`config.mk`:
```
export PLATFORM = sky130hd
export DESIGN_NAME = fir_fp16_out_pack
export DESIGN_NICKNAME = d
export VERILOG_FILES = /design/src/rtl/fir_fp_pkg.sv /design/src/rtl/fp16_rne_round.sv /design/src/rtl/fir_fp16_out_pack.sv
export SDC_FILE = /design/constraint.sdc
export NUM_CORES = 1
export LEC_CHECK = 0
export CORE_MARGIN = 2
export CORE_UTILIZATION = 30
export DETAILED_ROUTE_END_ITERATION = 10
export GPL_ROUTABILITY_DRIVEN = 0
export PLACE_DENSITY_LB_ADDON = 0.3
export RECOVER_POWER = 25
export SYNTH_ARGS = -nofsm -noshare
export SYNTH_HDL_FRONTEND = slang
export SYNTH_HIERARCHICAL = 1
export SYNTH_SLANG_ARGS = --single-unit
```
`constraint.sdc`:
```
create_clock -name clk_fast -period 3.8 [get_ports clk_fast]
set_clock_uncertainty 0.15 [all_clocks]
set_input_delay 0.76 -clock clk_fast [delete_from_list [all_inputs] [get_ports clk_fast]]
set_output_delay 0.76 -clock clk_fast [all_outputs]
set_load 0.1 [all_outputs]
```
`src/rtl/fir_fp_pkg.sv`:
```
// Shared definitions for the FIR floating-point output path.
// Holds the FP29i field layout, FP16 constants and the output-stage FSM
// state encoding used by fir_fp16_out_pack and fp16_rne_round.
package fir_fp_pkg;

    // FP29i: {sgn, exp[6:0], man[21:0]}, unsigned magnitude, unnormalized
    localparam int FP29_MAN_W   = 22;
    localparam int FP29_EXP_W   = 7;
    localparam int FP29_W       = 1 + FP29_EXP_W + FP29_MAN_W;
    localparam int FP29_MAN_LSB = 0;
    localparam int FP29_EXP_LSB = FP29_MAN_W;
    localparam int FP29_SGN_BIT = FP29_MAN_W + FP29_EXP_W;

    localparam int EBIAS_IN_DEF = 63;
    localparam int FRAC_IN_DEF  = 20;

    // FP16
    localparam int          FP16_BIAS    = 15;
    localparam int          FP16_EXP_MAX = 31;
    localparam int          FP16_FRAC_W  = 10;
    localparam logic [14:0] FP16_INF_MAG = 15'h7C00;
    localparam logic [14:0] FP16_ZERO    = 15'h0000;

    // Working exponent width (signed)
    localparam int E_W = 10;

    typedef enum logic [1:0] {
        ST_IDLE = 2'd0,
        ST_NORM = 2'd1,
        ST_RND  = 2'd2,
        ST_OUT  = 2'd3
    } out_state_t;

endpackage

```
`src/rtl/fp16_rne_round.sv`:
```
// Round-to-nearest-even of a normalized 22-bit mantissa down to the
// 10-bit FP16 fraction.
// Ports:
//   man     in  22  normalized mantissa (hidden one at bit 21, or zero)
//   exp_in  in  10  signed biased FP16 exponent before rounding
//   frac    out 10  rounded fraction
//   exp_adj out 10  exponent, incremented when rounding carries out of frac
module fp16_rne_round
    import fir_fp_pkg::*;
(
    input  logic [FP29_MAN_W-1:0] man,
    input  logic [E_W-1:0]        exp_in,
    output logic [9:0]            frac,
    output logic [E_W-1:0]        exp_adj
);

    logic        guard;
    logic        sticky;
    logic        round_up;
    logic [10:0] frac_sum;

    assign guard    = man[10];
    assign sticky   = |man[9:0];
    assign round_up = guard & (sticky | man[11]);
    assign frac_sum = {1'b0, man[20:11]} + {10'b0, round_up};

    // On carry-out the fraction wraps to zero and the hidden one moves up.
    assign frac    = frac_sum[9:0];
    assign exp_adj = exp_in + {{(E_W-1){1'b0}}, frac_sum[10]};

endmodule

```
`src/rtl/fir_fp16_out_pack.sv`:
```
// FIR output stage: normalizes one FP29i sum, rounds it to FP16 (RNE),
// saturates to Inf / flushes to zero, and holds dout with a stretched
// valid so a slower domain can sample it.
// Ports:
//   clk_fast  in   fast clock
//   rst_n     in   async active-low reset
//   in_valid  in   1-cycle strobe for in_fp29i
//   in_fp29i  in   {sgn, exp[6:0], man[21:0]}
//   clr_err   in   sync clear of sticky flags (a same-cycle set wins)
//   in_ready  out  high only in IDLE
//   dout      out  FP16 result, stable between updates
//   valid     out  high VALID_HOLD cycles after each new dout
//   busy      out  ~in_ready
//   ovf       out  sticky: result saturated to +/-Inf
//   unf       out  sticky: nonzero result flushed to zero
//   drop_err  out  sticky: input arrived while busy and was discarded
//
// state   | meaning
// IDLE    | waiting for in_valid, in_ready high
// NORM    | shifting mantissa left until bit 21 is set (or it is zero)
// RND     | rounding normalized mantissa, result registered
// OUT     | range check; dout/valid/flags update on the edge leaving OUT
module fir_fp16_out_pack
    import fir_fp_pkg::*;
#(
    parameter int EBIAS_IN   = EBIAS_IN_DEF,
    parameter int FRAC_IN    = FRAC_IN_DEF,
    parameter int VALID_HOLD = 8
) (
    input  logic              clk_fast,
    input  logic              rst_n,
    input  logic              in_valid,
    input  logic [FP29_W-1:0] in_fp29i,
    input  logic              clr_err,
    output logic              in_ready,
    output logic [15:0]       dout,
    output logic              valid,
    output logic              busy,
    output logic              ovf,
    output logic              unf,
    output logic              drop_err
);

    // Constant part of the exponent rebias; may be negative, wraps in 10b.
    localparam logic [E_W-1:0] E_OFS =
        E_W'(FP16_BIAS + FP29_MAN_W - 1 - EBIAS_IN - FRAC_IN);
    localparam logic signed [E_W-1:0] E_MAX_S = E_W'(FP16_EXP_MAX);
    localparam logic [7:0]            HOLD_LD = 8'(VALID_HOLD);

    out_state_t state, state_nxt;

    logic                  sgn_r;
    logic [FP29_EXP_W-1:0] exp_r;
    logic [FP29_MAN_W-1:0] man_r;
    logic [4:0]            k_r;
    logic [9:0]            frac_r;
    logic [E_W-1:0]        e16_r;
    logic [7:0]            hold_cnt;

    logic                  norm_done;
    logic [E_W-1:0]        e_pre;
    logic [9:0]            rnd_frac;
    logic [E_W-1:0]        rnd_exp;

    logic                  accept;
    logic                  out_fire;
    logic [15:0]           res_word;
    logic                  res_ovf;
    logic                  res_unf;

    assign norm_done = man_r[FP29_MAN_W-1] | (man_r == '0);
    assign e_pre     = {{(E_W-FP29_EXP_W){1'b0}}, exp_r} + E_OFS
                       - {{(E_W-5){1'b0}}, k_r};

    fp16_rne_round u_round (
        .man     (man_r),
        .exp_in  (e_pre),
        .frac    (rnd_frac),
        .exp_adj (rnd_exp)
    );

    // State register
    always_ff @(posedge clk_fast or negedge rst_n) begin
        if (!rst_n) state <= ST_IDLE;
        else        state <= state_nxt;
    end

    // Next-state logic
    always_comb begin
        state_nxt = state;
        unique case (state)
            ST_IDLE: if (in_valid) state_nxt = ST_NORM;
            ST_NORM: if (norm_done) state_nxt = ST_RND;
            ST_RND:  state_nxt = ST_OUT;
            ST_OUT:  state_nxt = ST_IDLE;
            default: state_nxt = ST_IDLE;
        endcase
    end

    // Output / control decode
    always_comb begin
        in_ready = (state == ST_IDLE);
        busy     = (state != ST_IDLE);
        accept   = (state == ST_IDLE) & in_valid;
        out_fire = (state == ST_OUT);
        valid    = (hold_cnt != 8'd0);

        res_ovf  = 1'b0;
        res_unf  = 1'b0;
        if (man_r == '0) begin
            res_word = {sgn_r, FP16_ZERO};
        end else if ($signed(e16_r) >= E_MAX_S) begin
            res_word = {sgn_r, FP16_INF_MAG};
            res_ovf  = 1'b1;
        end else if ($signed(e16_r) <= $signed(E_W'(0))) begin
            res_word = {sgn_r, FP16_ZERO};
            res_unf  = 1'b1;
        end else begin
            res_word = {sgn_r, e16_r[4:0], frac_r};
        end
    end

    // Datapath: capture, normalize, round
    always_ff @(posedge clk_fast or negedge rst_n) begin
        if (!rst_n) begin
            sgn_r  <= 1'b0;
            exp_r  <= '0;
            man_r  <= '0;
            k_r    <= '0;
            frac_r <= '0;
            e16_r  <= '0;
        end else begin
            if (accept) begin
                sgn_r <= in_fp29i[FP29_SGN_BIT];
                exp_r <= in_fp29i[FP29_EXP_LSB +: FP29_EXP_W];
                man_r <= in_fp29i[FP29_MAN_LSB +: FP29_MAN_W];
                k_r   <= '0;
            end
            if (state == ST_NORM && !norm_done) begin
                man_r <= man_r << 1;
                k_r   <= k_r + 5'd1;
            end
            if (state == ST_RND) begin
                frac_r <= rnd_frac;
                e16_r  <= rnd_exp;
            end
        end
    end

    // Output register and valid stretch
    always_ff @(posedge clk_fast or negedge rst_n) begin
        if (!rst_n) begin
            dout     <= 16'h0000;
            hold_cnt <= 8'd0;
        end else if (out_fire) begin
            dout     <= res_word;
            hold_cnt <= HOLD_LD;
        end else if (hold_cnt != 8'd0) begin
            hold_cnt <= hold_cnt - 8'd1;
        end
    end

    // Sticky flags: set beats clear
    always_ff @(posedge clk_fast or negedge rst_n) begin
        if (!rst_n) begin
            ovf      <= 1'b0;
            unf      <= 1'b0;
            drop_err <= 1'b0;
        end else begin
            ovf      <= (out_fire & res_ovf) | (ovf & ~clr_err);
            unf      <= (out_fire & res_unf) | (unf & ~clr_err);
            drop_err <= (in_valid & busy) | (drop_err & ~clr_err);
        end
    end

endmodule

```
### Word-level counts from Yosys, hierarchy flattened

Index checks and enable logic that the tools add are counted.

| cells by class | value |
|---|---|
| add/sub/neg operators | 6 |
| multipliers | 0 |
| div/mod/pow operators | 0 |
| order comparisons | 2 |
| equality and inequality tests | 5 |
| shift-type cells | 0 |
| mux-type cells | 17 |
| bitwise logic cells | 14 |
| reduce and logical (&&, ||, !) cells | 10 |

Operator list:

| kind | number |
|---|---|
| $mux W15 | 3 |
| $mux W22 | 2 |
| $logic_not A22 Y1 | 1 |
| $mux W8 | 2 |
| $add A10 B1 Y11 | 1 |
| $add A10 B1 Y10 | 1 |
| $ge A10 B6 Y1 const B | 1 |
| $le A10 B1 Y1 const B | 1 |
| $mux W5 | 2 |
| $reduce_or A10 Y1 | 1 |
| $sub A9 B6 Y10 | 1 |
| $add A8 B7 Y9 const B | 1 |
| $and A1 B1 Y1 | 8 |
| $pmux W2 S4 | 1 |
| $reduce_bool A8 Y1 | 1 |
| $sub A8 B1 Y8 const B | 1 |
| $reduce_bool A2 Y1 | 3 |
| $add A5 B1 Y5 const B | 1 |
| $mux W1 | 5 |
| $or A1 B1 Y1 | 5 |
| $eq A2 B2 Y1 const B | 2 |
| $mux W2 | 2 |
| $ne A2 B2 Y1 const B | 2 |
| $eq A2 B1 Y1 const B | 1 |
| 5 further kinds | 5 |

| storage, ports and cells | value |
|---|---|
| bits in registers | 84 |
| latch bits | 0 |
| RAM bits | 0 |
| ROM bits | 0 |
| input port bits | 34 |
| output and inout port bits | 22 |
| logic and storage cells | 66 |
| memories | 0 |

### Longest topological paths before layout

Gate-level depths: netlist of the first run.

| logic depth | value |
|---|---|
| depth after elaboration | 6 |
| mapped depth | 13 |
| gate-level depth less buffers | 13 |

### Cells and area by module

The synthesis of the first run kept the hierarchy.

By module, submodules not included:

| module | instances | cells an instance | area an instance (um^2) | sequential area each (um^2) |
|---|---|---|---|---|
| fir_fp16_out_pack | 1 | 379 | 4264.1 | 2102.0 |
| fp16_rne_round | 1 | 51 | 385.4 | 0.0 |

### Worst setup path after synthesis of the first run

No wires, ideal clock.

| path | value |
|---|---|
| kind | register to output |
| start | reg state[0] |
| end | out busy |
| arrival | 2.088 ns |
| data required time | 2.890 ns |
| path slack | 0.802 ns |
| cell stages (with the launch flop) | 4 |
| path buffers | 0 |
| cell sequence | dfrtp_1 inv_1 ha_1 inv_1 |

| on the way | value |
|---|---|
| longest elaborated chain between the ends | 1 |

Ends and longest elaborated chain:

| element | RTL line | RTL |
|---|---|---|
| start: declaration | fir_fp16_out_pack.sv:50 | `out_state_t state, state_nxt;` |
| start signal: assignment | fir_fp16_out_pack.sv:85 | `else state <= state_nxt;` |
| $reduce_bool A2 Y1 | fir_fp16_out_pack.sv:103 | `busy = (state != ST_IDLE);` |
| end: declaration | fir_fp16_out_pack.sv:38 | `output logic busy,` |

Every way passes these cells.

### Worst setup path in the final report of the first run

| path | value |
|---|---|
| start | reg k_r[2] |
| end | reg e16_r[9] |

| on the way | value |
|---|---|
| longest elaborated chain between the ends | 2 |

Ends and longest elaborated chain:

| element | RTL line | RTL |
|---|---|---|
| start: declaration | fir_fp16_out_pack.sv:55 | `logic [4:0] k_r;` |
| start signal: assignment | fir_fp16_out_pack.sv:141 | `k_r <= k_r + 5'd1;` |
| $sub A9 B6 Y10 | fir_fp16_out_pack.sv:73 | `- {{(E_W-5){1'b0}}, k_r};` |
| net e_pre[6] | fir_fp16_out_pack.sv:61 | `logic [E_W-1:0] e_pre;` |
| $add A10 B1 Y10 | fp16_rne_round.sv:29 | `assign exp_adj = exp_in + {{(E_W-1){1'b0}}, frac_sum[10]};` |
| net rnd_exp[9] | fir_fp16_out_pack.sv:63 | `logic [E_W-1:0] rnd_exp;` |
| end signal: assignment | fir_fp16_out_pack.sv:145 | `e16_r <= rnd_exp;` |
| end: declaration | fir_fp16_out_pack.sv:57 | `logic [E_W-1:0] e16_r;` |

The timed path passes the listed nets, and every way through them passes these cells.
A chain may end at the register's enable or synchronous reset.

==> results.sh, run 1 <==
export IMPL_status="finished with violations"
export IMPL_violations="max-capacitance violations, max-slew violations"
export IMPL_rrSetupSlack_ns=0.68
export IMPL_grtUsageTotal=0.131
export IMPL_die_y_um=128
export IMPL_ioPinCount=56
export IMPL_syn_to_final_growth_pct=22.3
export IMPL_crit_type="reg -> reg"
export IMPL_rsz0062_at_grt="false"
export IMPL_wl_um=10100
export IMPL_ctsHtreeMaxLevel=3
export IMPL_grt_overflow=0
export IMPL_p_total_mw=5.48
export IMPL_start_util=0.307
export IMPL_clk_pin_slew_ns=0.06
export IMPL_max_cap_violations=1
export IMPL_final_layout_size_suffix_gt1_frac=0.191
export IMPL_n_antenna_cell=0
export IMPL_place_inst=660
export IMPL_std_cell_rows=45
export IMPL_wl_per_cell_um=14.9
export IMPL_worstHoldPathCells=2
export IMPL_p_leak_nw=2.38
export IMPL_cp_startpoint="k_r[2]"
export IMPL_ir_worst_vdd_mv=0.417
export IMPL_cts_tree="yes"
export IMPL_ff2ff_path_depth=11
export IMPL_max_freq_mhz=320
export IMPL_hold_buffers=0
export IMPL_use_met1=0.185
export IMPL_num_nets_final=538
export IMPL_grt_pass1_vias=3422
export IMPL_hp_class="reg -> reg"
export IMPL_clkLatencyLatePin_ns=0.34
export IMPL_grt_max_degree=32
export IMPL_pwr_density_cell_mw_per_mm2=963
export IMPL_ys_seq_elements=84
export IMPL_drc=0
export IMPL_met3_usage=0.0353
export IMPL_syn_area_mm2=0.00465
export IMPL_cts_made_buffers=9
export IMPL_die_w_um=128
export IMPL_grt_pass1_wl_um=17100
export IMPL_die_area_mm2=0.0165
export IMPL_finalSetupTns_ns=0
export IMPL_gr_max_usage_layer="met2"
export IMPL_setup_viol_count_final=0
export IMPL_worstHoldStart="dout[3]"
export IMPL_cp_end_kind="flip-flop"
export IMPL_relSlewSlack=-0.107
export IMPL_instances_no_fill=676
export IMPL_clk_path_buf_depth=2
export IMPL_seq_area_frac_synth=0.452
export IMPL_cp_data_required_time_ns=3.87
export IMPL_via_per_inst=4.90
export IMPL_async_flop_share=1.00
export IMPL_crit_path_max_fanout=4
export IMPL_drt_iter0_markers=192
export IMPL_fp_coreArea_mm2=0.0151
export IMPL_synthCells=430
export IMPL_cts_setup_buffers=0
export IMPL_rr_startpoint="k_r[2]"
export IMPL_vias=3311
export IMPL_firstDrtPassIters=5
export IMPL_min_period_over_period=0.822
export IMPL_startpoint_type="flip-flop"
export IMPL_cts_resized_gates=0
export IMPL_fin_crit_ns=3.12
export IMPL_antenna_found_initial=0
export IMPL_grtUsageMet2=0.195
export IMPL_root_buffer="clkbuf_16"
export IMPL_clock_sinks=84
export IMPL_ys_types=52
export IMPL_drv_slew=31
export IMPL_final_common_cell="dfrtp_1"
export IMPL_dp_hpwl_um=7490
export IMPL_worst_slew_pin_slew_ns=1.66
export IMPL_final_cell_mix="dfrtp_1 (84), clkdlybuf4s50_1 (51), mux2_2 (50), nand2_1 (32), inv_1 (31)"
export IMPL_synth_main_ff_cell="dfrtp_1"
export IMPL_arrival_ns=3.20
export IMPL_syn_num_nets=485
export IMPL_finalHoldViolCount=0
export IMPL_final_antenna_net_count=0
export IMPL_port_buffers=55
export IMPL_postSynthAreaPerCell_um2=10.8
export IMPL_synth_edff_count=0
export IMPL_ys_warn_count=6
[sequential cells by signal (all words and copies together), names as in the netlist]
name      cells
exp_r         7
man_r        22
sgn_r         1
frac_r       10
ovf           1
state         2
e16_r        10
dout         16
unf           1
drop_err      1
k_r           5
hold_cnt      8
[layout make-up]
| class | instances | area [um^2] |
|---|---|---|
| clock inverter | 3 | 42.5 |
| tap | 188 | 235 |
| clock buffer | 13 | 280 |
| timing repair buffer | 60 | 572 |
| multi-input combinational | 297 | 2340 |
| sequential | 84 | 2100 |
| inverter | 31 | 116 |
| fill | 1493 | 9460 |
[metal layers]
layer  up-vias  routed length [um]
met4         0                 105
li1       1639                   -
met1      1600                5080
met5         -                   0
met3         6                 553
met2        66                4340
[per-stage QoR]
step	util	setup WS (ns)	cell area (um^2)	hold WS, ns
CTS	0.376	0.678	5690	0.202
global placement	0.355	0.816	5370	0.321
finish	0.376	0.675	5690	0.335
floorplan	-	0.802	4650	0.314
global route	0.376	0.396	5690	0.371
detailed placement	0.355	0.701	5370	0.318
[final timing paths]
kind | endpoint
max in group asynchronous | hold_cnt[2]
max reg2reg | e16_r[9]
min | dout[3]
max | e16_r[9]
min reg2reg | dout[3]
min in group asynchronous | dout[14]
[logic make-up (layout without fill, tap and decap cells)]
group / Yosys count / count (layout) / synth area share
AOI/OAI and AO/OA: 77 / 77 / 0.113
xor gates and xnor gates: 23 / 23 / 0.0433
adders and majority gates: 21 / 21 / 0.0581
buffers and inverters: 49 / 107 / 0.0447
DFF: 84 / 84 / 0.452
muxes: 63 / 63 / 0.157
and+or+nand+nor: 113 / 113 / 0.132
[report_power, final]
part           internal [mW]  switching, mW
registers               1.29          0.368
clock network          0.580          0.351
logic                   1.21           1.68
total                   3.08           2.40
[worst max-delay path, stage by stage (launching register included)]
cell,delay (ns)
dfrtp_1,0.39
inv_1,0.13
ha_1,0.29
ha_1,0.31
a21o_1,0.16
a21oi_1,0.25
o21ai_0,0.15
a211oi_1,0.40
nand3_1,0.22
nor4_4,0.20
xor2_1,0.10
mux2_2,0.26
[synth_stat cells (7+ instances only)]
cell type  count  area, um^2
o21ai_0       19        95.1
nand2b_1      13        81.3
nor2_1        23        86.3
a21oi_1       12        60.1
nand3_1        9        45.0
ha_1          20         250
nand2_1       32         120
dfrtp_1       84        2100
mux2_4         7         105
o41ai_1       10        87.6
o211ai_1       7        52.6
xnor2_1       12         105
inv_1         31         116
xor2_1        11        96.3
nor3_1         7        35.0
clkbuf_1       9        33.8
mux2_2        50         563
Note: power is estimated with default switching activity, not from simulation.
==> run 2: changes to the inputs <==
clock period = 2.95 ns   (was 3.8 ns; I/O delays follow)
==> results.sh, run 2 (synthesis results as in run 1) <==
export IMPL_cp_end_kind="flip-flop"
export IMPL_finalWorstSetupSlack_ns=0.156
export IMPL_grt_max_degree=51
export IMPL_instances_no_fill=685
export IMPL_arrival_ns=2.87
export IMPL_startpoint_type="flip-flop"
export IMPL_clock_sinks=84
export IMPL_final_cell_mix="dfrtp_1 (84), mux2_2 (50), buf_4 (33), nand2_1 (32), clkdlybuf4s50_1 (32)"
export IMPL_crit_buf_inv=1
export IMPL_clkLatencyLatePin_ns=0.35
export IMPL_std_cell_rows=45
export IMPL_drv_slew=35
export IMPL_dp_hpwl_um=7640
export IMPL_worst_slew_pin_slew_ns=1.98
export IMPL_place_inst=668
export IMPL_max_freq_mhz=358
export IMPL_setup_viol_count_final=0
export IMPL_cpMaxStageDelayCell="dfrtp_1"
export IMPL_cp_data_required_time_ns=3.03
export IMPL_cts_made_buffers=9
export IMPL_die_area_mm2=0.0165
export IMPL_slowest_delay_ns=0.38
export IMPL_grt_pass1_vias=3399
export IMPL_clk_path_buf_depth=2
export IMPL_fp_coreArea_mm2=0.0151
export IMPL_ctsHtreeMaxLevel=3
export IMPL_syn_to_final_growth_pct=24.9
export IMPL_hold_buffers=0
export IMPL_pwr_density_cell_mw_per_mm2=1270
export IMPL_p_leak_nw=2.47
export IMPL_final_common_cell="dfrtp_1"
export IMPL_fin_crit_ns=2.79
export IMPL_die_y_um=128
export IMPL_largestRegisters="man_r x22, dout x16"
export IMPL_vias=3308
export IMPL_cpLargestDelayFamily="adder cells"
export IMPL_hp_class="reg -> reg"
export IMPL_dp_slack_ns=-0.0494
export IMPL_relSlewSlack=-0.321
export IMPL_num_nets_final=547
export IMPL_ioPinCount=56
export IMPL_wl_per_cell_um=14.8
export IMPL_drt_iter0_markers=215
export IMPL_wl_um=10200
export IMPL_finalHoldViolCount=0
export IMPL_regMostFlops="man_r"
export IMPL_min_period_over_period=0.947
export IMPL_grt_overflow=0
export IMPL_drc=0
export IMPL_violations="max-capacitance violations, max-slew violations"
export IMPL_crit_type="reg -> reg"
export IMPL_largest_reg_flops=22
export IMPL_via_per_inst=4.83
export IMPL_crit_chain="ha_1 > inv_1 > ha_2 > fa_2 > a21o_1 > a21oi_2 > o21bai_2 > a21oi_2 > nand3_2 > nor4_4 > xor2_1 > mux2_2"
export IMPL_crit_path_max_fanout=2
export IMPL_final_antenna_net_count=0
export IMPL_final_layout_size_suffix_gt1_frac=0.266
export IMPL_root_buffer="clkbuf_16"
export IMPL_grtUsageTotal=0.128
export IMPL_crit_path_frequent_cell="a21oi_2"
export IMPL_clk_pin_slew_ns=0.06
export IMPL_n_antenna_cell=0
export IMPL_max_cap_violations=1
export IMPL_ir_worst_vdd_mv=0.477
export IMPL_grt_pass1_wl_um=16800
export IMPL_port_buffers=55
export IMPL_start_util=0.307
export IMPL_firstDrtPassIters=4
export IMPL_status="finished with violations"
export IMPL_cts_tree="yes"
export IMPL_antenna_found_initial=0
export IMPL_die_w_um=128
-- run 2: changes by cell type in the layout (fill, tap and decap cells not counted), sizes merged --
cell and delta:
buf +29, bufinv +1, clkdlybuf4s50 -19, clkbuf -3, clkinvlp +1
-- run 2: where the power goes --
part	leakage [nW]	internal (mW)	switching [mW]
sequential	1.04	1.67	0.460
combinational	1.28	1.74	2.29
clock	0.158	0.789	0.460
-- run 2: worst paths after layout --
kind	from	endpoint	slack [ns]	cells after the start
max in group asynchronous	rst_n	frac_r[5]	0.86	1
worst min-delay path	dout[1]	dout[1]	0.34	2
worst max-delay path	k_r[1]	e16_r[9]	0.16	12
worst max register to register	k_r[1]	e16_r[9]	0.16	12
worst min register to register	dout[1]	dout[1]	0.34	2
min in group asynchronous	rst_n	hold_cnt[6]	0.65	1
-- run 2: final cells by class --
| class | instances | area [um^2] |
|---|---|---|
| multi-input cells | 297 | 2380 |
| clock inverters | 5 | 83.8 |
| flip-flops and latches | 84 | 2100 |
| clock buffers | 11 | 253 |
| well taps | 188 | 235 |
| repair buffers | 69 | 632 |
| fillers | 1468 | 9340 |
| inverters | 31 | 116 |
-- run 2: per-layer routing --
layer	global-route usage	vias up	routed length (um)
met2	0.203	74	4590
met3	0.0370	13	486
met5	0	-	0
met1	0.174	1564	4980
met4	0.0326	0	114
li1	-	1657	-
-- run 2: metrics by stage --
step           total power [mW]  instance area (um^2)   util  hold WS, ns   TNS, ns
2_1_floorplan              5.08                  4650      -        0.144         0
3_5_place_dp               6.07                  5420  0.358        0.322   -0.0662
3_3_place_gp               5.95                  5420  0.358        0.323         0
4_1_cts                    7.38                  5770  0.381       0.0635         0
5_1_grt                    7.95                  5810  0.383        0.367  -0.00280
6_report                   7.40                  5810  0.383        0.339         0
-- run 2: what timing repair did --
| action | CTS | global route |
|---|---|---|
| buffers inserted | 0 | 1 |
| pin swaps | 1 | 4 |
| hold endpoints to repair | 0 | 0 |
| endpoints found under the setup margin | 3 | 3 |
| cloned | 0 | 0 |
| resized for setup | 2 | 9 |
-- run 2: worst reg2reg max path, cell delays in order (launching register included) --
cell	delay, ns
dfrtp_1	0.38
ha_1	0.27
inv_1	0.04
ha_2	0.18
fa_2	0.36
a21o_1	0.19
a21oi_2	0.18
o21bai_2	0.09
a21oi_2	0.17
nand3_2	0.12
nor4_4	0.17
xor2_1	0.10
mux2_2	0.27
